--- src/rtl/ss_score_display_if.sv ---
// rtl/ss_score_display_if.sv - Digit/segment bundle between the score counters, the display driver and the board pins
//
// Purpose: groups the score-side inputs and the pin-side outputs of
// ss_score_display so producers and the driver share one connection.
// Signals:
//   bcd_in     packed BCD digits, digit k in bits [4k+3:4k]
//   load       latch bcd_in into the driver's shadow register
//   lz_blank   enable leading-zero blanking
//   blink_en   enable whole-display blinking
//   seg        active-low segments {g,f,e,d,c,b,a}
//   an         active-low one-hot anode select
//   digit_idx  index of the digit currently on seg/an
// Modports: master drives the controls and observes the pins; slave is the driver.
interface ss_score_display_if #(
  parameter int NUM_DIGITS = 4
);
  localparam int IDX_W = (NUM_DIGITS > 1) ? $clog2(NUM_DIGITS) : 1;

  logic [4*NUM_DIGITS-1:0] bcd_in;
  logic                    load;
  logic                    lz_blank;
  logic                    blink_en;
  logic [6:0]              seg;
  logic [NUM_DIGITS-1:0]   an;
  logic [IDX_W-1:0]        digit_idx;

  modport master (
    output bcd_in, load, lz_blank, blink_en,
    input  seg, an, digit_idx
  );

  modport slave (
    input  bcd_in, load, lz_blank, blink_en,
    output seg, an, digit_idx
  );
endinterface

--- src/rtl/ss_score_display.sv ---
// rtl/ss_score_display.sv - Multiplexed common-anode seven-segment driver for the BCD score chain
//
// Purpose: snapshots the BCD score on load, scans one digit per refresh slot,
// blanks leading zeros and optionally blinks the whole display.
// Ports:
//   clk   system clock
//   rst   synchronous, active-high reset
//   bus   ss_score_display_if.slave: bcd_in/load/lz_blank/blink_en in,
//         registered seg/an/digit_idx out
module ss_score_display #(
  parameter int NUM_DIGITS  = 4,
  parameter int REFRESH_DIV = 100000,
  parameter int BLINK_SCANS = 64
) (
  input  logic             clk,
  input  logic             rst,
  ss_score_display_if.slave bus
);

  localparam int IDX_W = (NUM_DIGITS > 1) ? $clog2(NUM_DIGITS) : 1;
  localparam int PRE_W = $clog2(REFRESH_DIV);
  localparam int RND_W = (BLINK_SCANS > 1) ? $clog2(BLINK_SCANS) : 1;

  localparam logic [PRE_W-1:0] PRE_LAST = PRE_W'(REFRESH_DIV - 1);
  localparam logic [IDX_W-1:0] IDX_LAST = IDX_W'(NUM_DIGITS - 1);
  localparam logic [RND_W-1:0] RND_LAST = RND_W'(BLINK_SCANS - 1);

  typedef enum logic {
    PHASE_ON  = 1'b0,
    PHASE_OFF = 1'b1
  } phase_t;

  logic [4*NUM_DIGITS-1:0] shadow, shadow_next;
  logic [PRE_W-1:0]        presc, presc_next;
  logic [IDX_W-1:0]        idx, idx_next;
  logic [RND_W-1:0]        rnd, rnd_next;
  phase_t                  phase, phase_next;

  logic [6:0]              seg_next;
  logic [NUM_DIGITS-1:0]   an_next;
  logic [3:0]              cur_digit;
  logic [3:0]              scan_digit;
  logic                    upper_zero;
  logic                    blank;
  logic                    dark;

  function automatic logic [6:0] decode(input logic [3:0] d);
    case (d)
      4'd0:    decode = 7'h40;
      4'd1:    decode = 7'h79;
      4'd2:    decode = 7'h24;
      4'd3:    decode = 7'h30;
      4'd4:    decode = 7'h19;
      4'd5:    decode = 7'h12;
      4'd6:    decode = 7'h02;
      4'd7:    decode = 7'h78;
      4'd8:    decode = 7'h00;
      4'd9:    decode = 7'h10;
      default: decode = 7'h3F; // non-BCD code: dash (segment g only)
    endcase
  endfunction

  always_ff @(posedge clk) begin
    if (rst) begin
      shadow        <= '0;
      presc         <= '0;
      idx           <= '0;
      rnd           <= '0;
      phase         <= PHASE_ON;
      bus.seg       <= 7'h7F;
      bus.an        <= '1;
      bus.digit_idx <= '0;
    end else begin
      shadow        <= shadow_next;
      presc         <= presc_next;
      idx           <= idx_next;
      rnd           <= rnd_next;
      phase         <= phase_next;
      bus.seg       <= seg_next;
      bus.an        <= an_next;
      bus.digit_idx <= idx;
    end
  end

  // Scan timing: prescaler -> digit index -> scan rounds -> blink phase.
  always_comb begin
    shadow_next = shadow;
    presc_next  = presc + 1'b1;
    idx_next    = idx;
    rnd_next    = rnd;
    phase_next  = phase;

    if (bus.load) begin
      shadow_next = bus.bcd_in;
    end

    if (presc == PRE_LAST) begin
      presc_next = '0;
      if (idx == IDX_LAST) begin
        idx_next = '0;
        if (rnd == RND_LAST) begin
          rnd_next   = '0;
          phase_next = (phase == PHASE_ON) ? PHASE_OFF : PHASE_ON;
        end else begin
          rnd_next = rnd + 1'b1;
        end
      end else begin
        idx_next = idx + 1'b1;
      end
    end
  end

  // Output stage works from the shadow register only. Walking from the most
  // significant digit down keeps a running "everything above is zero" flag,
  // which is exactly the leading-zero condition for the selected digit.
  always_comb begin
    upper_zero = 1'b1;
    cur_digit  = '0;
    scan_digit = '0;
    blank      = 1'b0;
    for (int k = NUM_DIGITS - 1; k >= 0; k--) begin
      scan_digit = shadow[4*k +: 4];
      upper_zero = upper_zero && (scan_digit == 4'd0);
      if (idx == IDX_W'(k)) begin
        cur_digit = scan_digit;
        blank     = bus.lz_blank && (k != 0) && upper_zero;
      end
    end

    dark     = bus.blink_en && (phase == PHASE_OFF);
    an_next  = '1;
    seg_next = 7'h7F;
    if (!dark) begin
      an_next[idx] = 1'b0;
      seg_next     = blank ? 7'h7F : decode(cur_digit);
    end
  end

endmodule
--- src/flat_wrapper.sv ---
// flat-port wrapper written by rule: the top's interface ports become plain ports
module ss_score_display_flat 
#(
  parameter int NUM_DIGITS  = 4,
  parameter int REFRESH_DIV = 100000,
  parameter int BLINK_SCANS = 64
)
  (clk, rst, bus_bcd_in, bus_load, bus_lz_blank, bus_blink_en, bus_seg, bus_an, bus_digit_idx);
  ss_score_display_if #(.NUM_DIGITS(NUM_DIGITS)) bus_i ();
  input  logic clk;
  input  logic rst;
  input wire logic [$bits(bus_i.bcd_in)-1:0] bus_bcd_in;
  input wire logic [$bits(bus_i.load)-1:0] bus_load;
  input wire logic [$bits(bus_i.lz_blank)-1:0] bus_lz_blank;
  input wire logic [$bits(bus_i.blink_en)-1:0] bus_blink_en;
  output wire logic [$bits(bus_i.seg)-1:0] bus_seg;
  output wire logic [$bits(bus_i.an)-1:0] bus_an;
  output wire logic [$bits(bus_i.digit_idx)-1:0] bus_digit_idx;
  assign bus_i.bcd_in = bus_bcd_in;
  assign bus_i.load = bus_load;
  assign bus_i.lz_blank = bus_lz_blank;
  assign bus_i.blink_en = bus_blink_en;
  assign bus_seg = bus_i.seg;
  assign bus_an = bus_i.an;
  assign bus_digit_idx = bus_i.digit_idx;
  ss_score_display #(.NUM_DIGITS(NUM_DIGITS), .REFRESH_DIV(REFRESH_DIV), .BLINK_SCANS(BLINK_SCANS)) u_core (.clk(clk), .rst(rst), .bus(bus_i));
endmodule
--- config.mk ---
export PLATFORM = sky130hd
export DESIGN_NAME = ss_score_display_flat
export DESIGN_NICKNAME = d
export VERILOG_FILES = /design/src/rtl/ss_score_display_if.sv /design/src/rtl/ss_score_display.sv /design/src/flat_wrapper.sv
export SDC_FILE = /design/constraint.sdc
export NUM_CORES = 1
export LEC_CHECK = 0
export BUFFER_PORTS_ARGS = -buffer_cell sky130_fd_sc_hd__buf_2
export CORE_ASPECT_RATIO = 1.25
export CORE_MARGIN = 2
export CORE_UTILIZATION = 50
export CTS_CLUSTER_DIAMETER = 30
export DETAILED_ROUTE_END_ITERATION = 10
export PLACE_DENSITY = 0.76
export SYNTH_ARGS = -nofsm -noshare
export SYNTH_HDL_FRONTEND = slang
export SYNTH_SLANG_ARGS = --single-unit
--- constraint.sdc ---
create_clock -name clk -period 4.8 [get_ports clk]
set_input_delay 0.72 -clock clk [delete_from_list [all_inputs] [get_ports clk]]
set_output_delay 0.72 -clock clk [all_outputs]
set_load 0.01 [all_outputs]
==> results of run 1 <==
[sequential cells by signal, summed over array words and instances, names as in the netlist]
register,cells
u_core.bus.digit_idx,2
u_core.bus.seg,7
u_core.presc,17
u_core.idx,2
u_core.shadow,16
u_core.phase,1
u_core.bus.an,4
u_core.rnd,6
[logic make-up after synthesis]
logic type | count (synthesis) | share of synthesized area
AND/OR/NAND/NOR | 106 | 0.226
flip-flops | 55 | 0.446
AO/OA/AOI/OAI | 42 | 0.118
buffers and inverters | 21 | 0.0370
multiplexers | 20 | 0.0811
XOR/XNOR | 16 | 0.0567
adder cells (fa/ha/maj) | 7 | 0.0355
[layout make-up]
cell class,instances,share of cell area
Tap cell,60,0.0272
Sequential cell,55,0.400
Multi-Input combinational cell,191,0.464
Inverter,8,0.0109
Timing Repair Buffer,33,0.0599
Clock inverter,2,0.0136
Clock buffer,5,0.0250
[path summary, 6_finish.rpt]
check / startpoint / to / slack [ps] / cells past startpoint
worst max-delay path: u_core.idx[0] / u_core.bus.seg[3] / 2460 / 6
worst min-delay path: u_core.presc[0] / u_core.presc[0] / 500 / 1
worst max register to register: u_core.idx[0] / u_core.bus.seg[3] / 2460 / 6
worst min register to register: u_core.presc[0] / u_core.presc[0] / 500 / 1
[worst register-to-register path: stages, from the launching register on]
cell	delay [ps]
dfxtp_1	410
inv_1	100
ha_1	310
nand4bb_1	210
a32oi_1	600
a221oi_1	210
a311o_1	400
[routing by layer]
metal,wire (um),global-route usage,vias up
li1,-,-,989
met1,2130,0.223,900
met2,2320,0.324,39
met3,195,0.0379,8
met4,71,0.0653,0
met5,0,0,-
[power groups by stage]
stage | Sequential (W) | Clock (W) | Combinational [W]
detailed placement | 0.000493 | 0 | 0.0000616
finish | 0.000482 | 0.000293 | 0.0000619
global placement | 0.000493 | 0 | 0.0000604
CTS | 0.000482 | 0.000303 | 0.0000621
global route | 0.000485 | 0.000317 | 0.0000694
floorplan | 0.000494 | 0 | 0.0000381
[metrics by stage]
step	worst slack (ps)	hold WS (ps)	util
final	2460	505	0.578
after CTS	2480	510	0.578
after global routing	2210	546	0.578
after floorplan	2690	449	-
after global placement	2570	477	0.556
after detailed placement	2460	484	0.556
[cell usage after synthesis, drive strengths merged (2+ instances only)]
cell and count:
nand4bb 2, a32oi 2, nand2 13, and3 7, a22oi 2, or4b 3
inv 8, nor4b 2, nor4 3, a21boi 2, nor2 48, mux2i 20
o21ai 11, buf 4, xor2 12, nand3 10, clkbuf 9, and4 2
nand3b 2, nand4 6, xnor2 4, or3 2, ha 7, dfxtp 55
a21oi 17
==> out/qor.yml, run 1 <==
drt:
  wl_mm: 4.72
  dr.pass1.iters: 4
  drc: 0
  wl_per_cell_um: 13.3
  drt_first_iter_violations: 178
  ant_nets: 0
  vias: 1936
  viasPerCell: 5.47
finish:
  register_area_mm2: 0.00110
  area_growth_pct: 11.6
  diodes: 0
  instances_no_fill: 354
  final_common_cell: "dfxtp_1"
  multi_input_area_mm2: 0.00128
  design_area_mm2: 0.00276
  layout_common_cells: "55 x dfxtp_1, 48 x nor2_1, 33 x buf_2"
  final_nets: 322
  nFillCells: 460
  drive_gt1_frac: 0.170
placement:
  portBuffers: 33
  gp_congestion: 0.933
  dpl_cell_area_mm2: 0.00265
  dp_hpwl_mm: 3.38
  place_inst: 347
power:
  p_total_w: 0.000837
  swShare: 0.221
  internal_power_w: 0.000652
  seqPwrFrac: 0.576
  leakagePower_nw: 1.11
  powerDensity_mw_per_mm2: 304
  power_switching_w: 0.000185
  worst_ir_drop_vdd_mv: 0.183
  p_clk_frac: 0.350
  power_frac_comb: 0.074
clock_tree:
  cts_root_buffer: "clkbuf_8"
  numCtsBuffers: 5
  post-cts-setup-buffer-count: 0
  cts_resized: 0
  clkTransAtPathRegs_ps: 90
  cts_max_path_buffers: 2
  cts.sinks: 55
  cts_tree: "yes"
  hold_buffers: 0
  insertion_delay_ps: 300
  htreeDepth: 2
die:
  rows: 28
  die-area_mm2: 0.00552
  core_area_mm2: 0.00476
  floorplan.initialDensity: 0.518
  die_y_um: 82.6
  ios: 34
  fp.dieW_um: 66.9
yosys:
  ys_seq_elements: 55
  syn_area_per_cell_um2: 9.25
  ys.flop_type: "dfxtp_1"
  syn_inst: 267
  synth_top_area_cell: "dfxtp_1"
  yosys_warnings: 0
  synth_top_cell_area_share: 0.446
  synth_area_leaders: "dfxtp_1 45%, mux2i_1 8.1%, nor2_1 7.3%, xor2_1 4.3%, ha_1 3.5%"
  netlist_area_mm2: 0.00247
  ys_types: 46
  syn_nets: 295
  async_reset_ff_frac: 0
  yosysSeqAreaShare: 0.446
  synth_edf_count: 0
job:
  cap_violations: 0
worst_setup_path:
  crit_family: "compound AO/OA/AOI/OAI gates"
  cpMaxStageDelayCell: "a32oi_1"
  cp-end-kind: "register"
  crit_path_max_fanout: 10
  worstSetupStartpointType: "register"
  worstPathCellList: "inv_1, ha_1, nand4bb_1, a32oi_1, a221oi_1, a311o_1"
  crit_type: "reg2reg"
  cpPeakStageDelay_ps: 600
  crit_required_ps: 4990
  cp_num_buf_inv: 1
  worstPathArrival_ps: 2530
global_route:
  grt_max_degree: 32
  overflow: 0
  grtUsageTotal: 0.185
  grt_pass1_vias: 1863
  grt_first_pass_wirelength_mm: 7.96
  antenna_found_initial: 0
status:
  outcome: "complete, no violations"
sta:
  rsz0062_at_grt: "false"
  finalCritPeriodShare: 0.487
  max_slew_margin: 0.540
  drv_slew: 0
  clock_skew_ps: 7.13
  worstMarginPinSlew_ps: 690
  fmax_ghz: 0.427
  setup_viol: 0
  fin_tns_setup_ps: 0
  period_needed_ps: 2340
  finalHoldViolCount: 0
hold_path:
  hp-class: "reg2reg"
Power figures use the tool's default switching activity.
==> inputs of run 2 (changes only) <==
Settings changed: ABC_AREA from default to 1, PLACE_DENSITY 0.76 to 0.78.
Clock period 4.8 ns to 1.9 ns, I/O delays scaled along.
==> run 2 against run 1 <==
Effect of this change:
- worst setup slack got worse by 2300 ps
- routed wire length increased by 23%
- core utilization increased by 3.8 points
- highest routed layer unchanged
- global-route usage increased by 0.75 points
- critical endpoint unchanged
- final cell count increased by 37%
==> out/qor.yml, run 2 <==
clock_tree:
  insertion_delay_ps: 310  # about the same
  cts_max_path_buffers: 2  # unchanged
  numCtsBuffers: 5  # unchanged
  cts_tree: "yes"
  clkTransAtPathRegs_ps: 90  # about the same
  hold_buffers: 0  # unchanged
  cts.sinks: 55  # unchanged
  cts_root_buffer: "clkbuf_8"
  htreeDepth: 2  # unchanged
sta:
  finalHoldViolCount: 0  # unchanged
  fmax_ghz: 0.571  # +34%
  drv_slew: 0  # unchanged
  period_needed_ps: 1750  # -588 ps
  max_slew_margin: 0.662  # +0.122
  worstMarginPinSlew_ps: 506  # -184 ps
  setup_viol: 0  # unchanged
  clock_skew_ps: 5.89  # -1.23 ps
  finalCritPeriodShare: 0.922  # +0.434
  fin_tns_setup_ps: 0  # unchanged
drt:
  ant_nets: 0  # unchanged
  dr.pass1.iters: 5  # +1
  viasPerCell: 5.20  # -4.9%
  wl_mm: 5.78  # +23%
  drc: 0  # unchanged
  wl_per_cell_um: 11.9  # -11%
  drt_first_iter_violations: 114  # -36%
  vias: 2528  # +31%
finish:
  largestRegisters: "u_core.presc: 17 flops, u_core.shadow: 16 flops, u_core.bus.seg: 7 flops"
  nFillCells: 447  # -2.8%
  largest_register_ffs: 17  # unchanged
  area_growth_pct: 18.0
  final_nets: 451  # +40%
  final_common_cell: "nand2_1"
  drive_gt1_frac: 0.222  # +0.0516
  diodes: 0  # unchanged
  layout_common_cells: "82 x nand2_1, 58 x nor2_1, 53 x dfxtp_1"
  top_register: "u_core.presc"
  design_area_mm2: 0.00315  # +14%
placement:
  portBuffers: 33  # unchanged
  dpl_cell_area_mm2: 0.00293  # +11%
  gp_congestion: 0.943  # +1.1%
  dp_hpwl_mm: 4.06  # +20%
worst_setup_path:
  cpPeakStageDelay_ps: 380  # -220 ps
  crit_type: "reg2reg"
  critPathMostFrequentCell: "nand2_1"
  crit_required_ps: 2150  # -2840 ps
  crit_path_max_fanout: 5  # -5
  cp-end-kind: "register"
  cpMaxStageDelayCell: "dfxtp_4"
  worstPathCellList: "buf_4, ha_4, nand2_2, nand2_1, nand3_1, nand3_2, nand2_2, inv_2, ha_4, or2_1, nand2_1, nand2_1, nand2_1"
  worstSetupStartpointType: "register"
  worstPathArrival_ps: 2000  # -530 ps
die:
  die-area_mm2: 0.00595  # +7.7%
  ios: 34  # unchanged
  die_y_um: 85.7  # +3.8%
  rows: 29  # +3.6%
  core_area_mm2: 0.00512  # +7.4%
  floorplan.initialDensity: 0.522  # +0.00399
  fp.dieW_um: 69.4  # +3.8%
yosys:
  synth_top_area_cell: "dfxtp_1"
  netlist_area_mm2: 0.00267  # +8.2%
  ys_types: 35  # -24%
  yosys_warnings: 0  # unchanged
  synth_area_leaders: "dfxtp_1 41%, nand2_1 12%, nor2_1 8.1%, inv_1 5.2%, a21oi_1 4.9%"
  synth_edf_count: 0  # unchanged
  ys.flop_type: "dfxtp_1"
  syn_inst: 379  # +42%
  syn_area_per_cell_um2: 7.05  # -24%
  async_reset_ff_frac: 0  # unchanged
  ys_seq_elements: 55  # unchanged
  yosysSeqAreaShare: 0.412  # -0.0338
  yosysMostFrequentCell: "nand2_1"
  synthTopCellsByCount: "84 x nand2_1, 58 x nor2_1, 55 x dfxtp_1"
  synth_top_cell_area_share: 0.412  # -0.0338
  syn_nets: 407  # +38%
global_route:
  grt_max_degree: 21  # -34%
  grtUsageTotal: 0.192  # +0.00749
  grt_pass1_vias: 2284  # +23%
  grt_first_pass_wirelength_mm: 9.43  # +19%
  antenna_found_initial: 0  # unchanged
  overflow: 0  # unchanged
power:
  worst_ir_drop_vdd_mv: 0.330  # +80%
  p_clk_frac: 0.329  # -0.021
  seqPwrFrac: 0.584  # +0.008
  powerDensity_mw_per_mm2: 662  # +120%
  swShare: 0.233  # +0.0116
  leakagePower_nw: 1.33  # +20%
  power_switching_w: 0.000486  # +160%
  power_frac_comb: 0.087  # +0.013
  internal_power_w: 0.00160  # +150%
job:
  cap_violations: 0  # unchanged
status:
  outcome: "complete, no violations"
hold_path:
  hp-class: "in2reg"
==> run 2: cell count changes after synthesis, sizes merged, moves of 7 or more <==
cell and delta:
a21oi +10, mux2i -20, o21ai +14, inv +33, nor2 +16, nand2 +76, xor2 -7, nand3 +16
nor3 +8
==> run 2: power by group through the flow <==
stage / registers (W) / logic, W / clock network [W]
floorplan: 0.00125 / 0.000107 / 0
global placement: 0.00125 / 0.000172 / 0
detailed placement: 0.00125 / 0.000175 / 0
CTS: 0.00122 / 0.000176 / 0.000714
global route: 0.00123 / 0.000208 / 0.000747
finish: 0.00122 / 0.000182 / 0.000686
==> run 2: stage by stage <==
stage / cells / total power [W] / setup slack [ps] / util / hold WS (ps)
floorplan: 379 / 0.00136 / 41.8 / - / 417
CTS: 482 / 0.00211 / 0.992 / 0.594 / 188
global route: 486 / 0.00218 / -3.44 / 0.617 / 199
finish: 486 / 0.00209 / 148 / 0.617 / 197
detailed placement: 474 / 0.00142 / -31.0 / 0.573 / 446
global placement: 474 / 0.00142 / 86.1 / 0.573 / 433
==> run 2: layout make-up <==
class | instances | area (um2) | share of cell area
sequential | 55 | 1110 | 0.351
multi-input combinational | 271 | 1430 | 0.453
clock buffer | 8 | 100 | 0.0317
inverter | 43 | 168 | 0.0532
timing repair buffer | 47 | 270 | 0.0857
tap | 62 | 77.6 | 0.0246
==> run 2: metal layers <==
metal	track usage	vias to the layer above	wire, um
met5	0	-	0
met2	0.342	58	2960
met3	0.0341	6	239
li1	-	1297	-
met4	0.0820	0	91
met1	0.227	1167	2490
==> run 2: path summary, 6_finish.rpt <==
check | from | to | slack (ps) | cells past startpoint
worst max-delay path | u_core.idx[1] | u_core.bus.seg[3] | 150 | 13
worst min-delay path | bus_bcd_in[10] | u_core.shadow[10] | 200 | 3
worst max register to register | u_core.idx[1] | u_core.bus.seg[3] | 150 | 13
worst min register to register | u_core.presc[0] | u_core.presc[0] | 460 | 1
==> run 2: cell families after synthesis <==
logic type      share of synthesized area
compound gates                      0.109
fa+ha+maj                          0.0328
flops                               0.412
simple gates                        0.344
xor+xnor                           0.0197
buf+inv                            0.0833
==> run 2: critical path, delay by kind of cell (launching register included) <==
kind                       cells  cell delay [ps]
buffers and inverters          2              200
DFF                            1              380
and+or+nand+nor                9              740
adders and majority gates      2              380
==> run 2: what timing repair did <==
action                                  CTS  global route
endpoints found under the setup margin    1             5
setup buffers                             0             4
gates resized for setup                   3            22
pin swaps                                 0             5
==> inputs of run 3 (changes only) <==
Settings changed: BUFFER_PORTS_ARGS -buffer_cell sky130_fd_sc_hd__buf_2 to -buffer_cell sky130_fd_sc_hd__buf_4.
==> run 3 against run 2 <==
Effect of this change:
- critical endpoint unchanged
- highest routed layer unchanged
- largest cell class unchanged
- non-clock buffer count is 4 lower
- total power increased by 6.0%
- final cell count down 0.82%
- critical path depth down 1
==> out/qor.yml, run 3 (same netlist as run 2, synthesis figures left out) <==
sta:
  max_slew_margin: 0.658  # -0.00425
  setup_viol: 0  # unchanged
  drv_slew: 0  # unchanged
  fmax_ghz: 0.543  # -4.9%
  clock_skew_ps: 3.73  # -2.17 ps
  worstMarginPinSlew_ps: 513  # +6.36 ps
  fin_tns_setup_ps: 0  # unchanged
  finalHoldViolCount: 0  # unchanged
  period_needed_ps: 1840  # +89.7 ps
  finalCritPeriodShare: 0.969  # +0.0472
drt:
  vias: 2478  # -2.0%
  drc: 0  # unchanged
  drt_first_iter_violations: 140  # +23%
  viasPerCell: 5.14  # -1.2%
  wl_per_cell_um: 11.4  # -4.6%
  ant_nets: 0  # unchanged
  dr.pass1.iters: 4  # -1
  wl_mm: 5.47  # -5.4%
clock_tree:
  insertion_delay_ps: 310  # about the same
  cts.sinks: 55  # unchanged
  htreeDepth: 2  # unchanged
  numCtsBuffers: 5  # unchanged
  clkTransAtPathRegs_ps: 90  # about the same
  hold_buffers: 0  # unchanged
  cts_root_buffer: "clkbuf_8"
  cts_tree: "yes"
  cts_max_path_buffers: 2  # unchanged
die:
  die-area_mm2: 0.00595  # unchanged
  floorplan.initialDensity: 0.522  # unchanged
  ios: 34  # unchanged
  die_y_um: 85.7  # unchanged
  rows: 29  # unchanged
  core_area_mm2: 0.00512  # unchanged
  fp.dieW_um: 69.4  # unchanged
finish:
  top_register: "u_core.presc"
  largest_register_ffs: 17  # unchanged
  area_growth_pct: 19.8
  diodes: 0  # unchanged
  register_area_mm2: 0.00111  # -0.23%
  multi_input_area_mm2: 0.00141  # -1.3%
  final_util: 0.626  # +0.00905
  drive_gt1_frac: 0.200  # -0.0217
  largestRegisters: "u_core.presc: 17 flops, u_core.shadow: 16 flops, u_core.bus.seg: 7 flops"
  design_area_mm2: 0.00320  # +1.5%
  final_nets: 447  # -0.89%
  nFillCells: 446  # -0.22%
  final_common_cell: "nand2_1"
  layout_common_cells: "84 x nand2_1, 58 x nor2_1, 53 x dfxtp_1"
placement:
  dpl_cell_area_mm2: 0.00301  # +2.6%
  gp_congestion: 0.905  # -4.1%
  dp_hpwl_mm: 4.05  # -0.22%
  portBuffers: 33  # unchanged
global_route:
  busiest_layer: "met2"
  grt_pass1_vias: 2310  # +1.1%
  grtUsageTotal: 0.187  # -0.00481
  antenna_found_initial: 0  # unchanged
  gr-usage-met3: 0.0400  # +0.00588
  gr-usage-met1: 0.222  # -0.00463
  grt_max_degree: 21  # unchanged
  overflow: 0  # unchanged
  grt_first_pass_wirelength_mm: 9.27  # -1.7%
  grt_use_met2: 0.326  # -0.0157
worst_setup_path:
  worstPathArrival_ps: 2100  # +100 ps
  crit_path_max_fanout: 8  # +3
  worstSetupStartpointType: "register"
  cp-end-kind: "register"
  ff2ff_path_depth: 12  # -1
  crit_required_ps: 2160  # about the same
  rrSetupSlack_ps: 60  # -90 ps
  crit_type: "reg2reg"
  r2r_start: "u_core.idx[1]"
  r2r-end: "u_core.bus.seg[3]"
hold_path:
  hold_depth: 3  # unchanged
  hp-class: "in2reg"
  holdPathEnd: "u_core.shadow[11]"
  hold_start: "bus_bcd_in[11]"
job:
  cap_violations: 0  # unchanged
power:
  leakagePower_nw: 1.35  # +1.6%
  worst_ir_drop_vdd_mv: 0.413  # +25%
  powerDensity_mw_per_mm2: 692  # +4.5%
  p_total_w: 0.00221  # +6.0%
status:
  outcome: "complete, no violations"
## run 3: area by class of cell
type / instances / share of cell area
Multi-Input combinational cell: 271 / 0.441
Sequential cell: 55 / 0.346
Timing Repair Buffer: 43 / 0.101
Inverter: 43 / 0.0516
Clock buffer: 6 / 0.0258
Tap cell: 62 / 0.0242
Clock inverter: 2 / 0.0109
## run 3: critical path, cell delays in order (launching register included)
cell	delay, ps
dfxtp_2	410
inv_2	90
ha_4	200
nor2_2	130
nand2_1	80
nand3_1	80
nand2_2	60
inv_1	110
ha_4	210
or2_0	220
nand2_1	90
nand2_1	60
nand2_1	50
## run 3: worst max path at each step
| stage | from | to | slack [ps] | cells after the start |
|---|---|---|---|---|
| CTS | u_core.idx[0] | u_core.bus.seg[3] | 30 | 11 |
| global placement | u_core.idx[1] | u_core.bus.seg[3] | 80 | 11 |
| floorplan | u_core.idx[0] | u_core.bus.seg[3] | 40 | 14 |
| global route | u_core.idx[1] | u_core.bus.seg[3] | -20 | 12 |
| finish | u_core.idx[1] | u_core.bus.seg[3] | 60 | 12 |
| detailed placement | u_core.idx[1] | u_core.bus.seg[3] | -2 | 12 |
## run 3: metrics by stage
stage / setup slack [ps] / cells / hold slack (ps)
after detailed placement: -2.30 / 473 / 448
after global placement: 84.9 / 473 / 432
after global routing: -19.9 / 482 / 200
after CTS: 25.7 / 481 / 186
after floorplan: 41.8 / 379 / 417
final: 58.5 / 482 / 192
## run 3: power by group
group,internal [W],switching (W)
registers,0.00120,0.0000265
clock network,0.000427,0.000366
logic,0.0000942,0.000105
total,0.00172,0.000498
## run 3: what timing repair did
action                                  in CTS  in global routing
gates resized for setup                      3                 12
pin swaps                                    0                  1
endpoints found under the setup margin       1                  5
setup buffers                                0                  1
## run 3: layer usage
layer | routed length, um | share of wire | vias up
li1 | - | - | 1288
met2 | 2610 | 0.48 | 60
met5 | 0 | 0 | -
met3 | 232 | 0.042 | 13
met1 | 2520 | 0.46 | 1117
met4 | 113 | 0.021 | 0
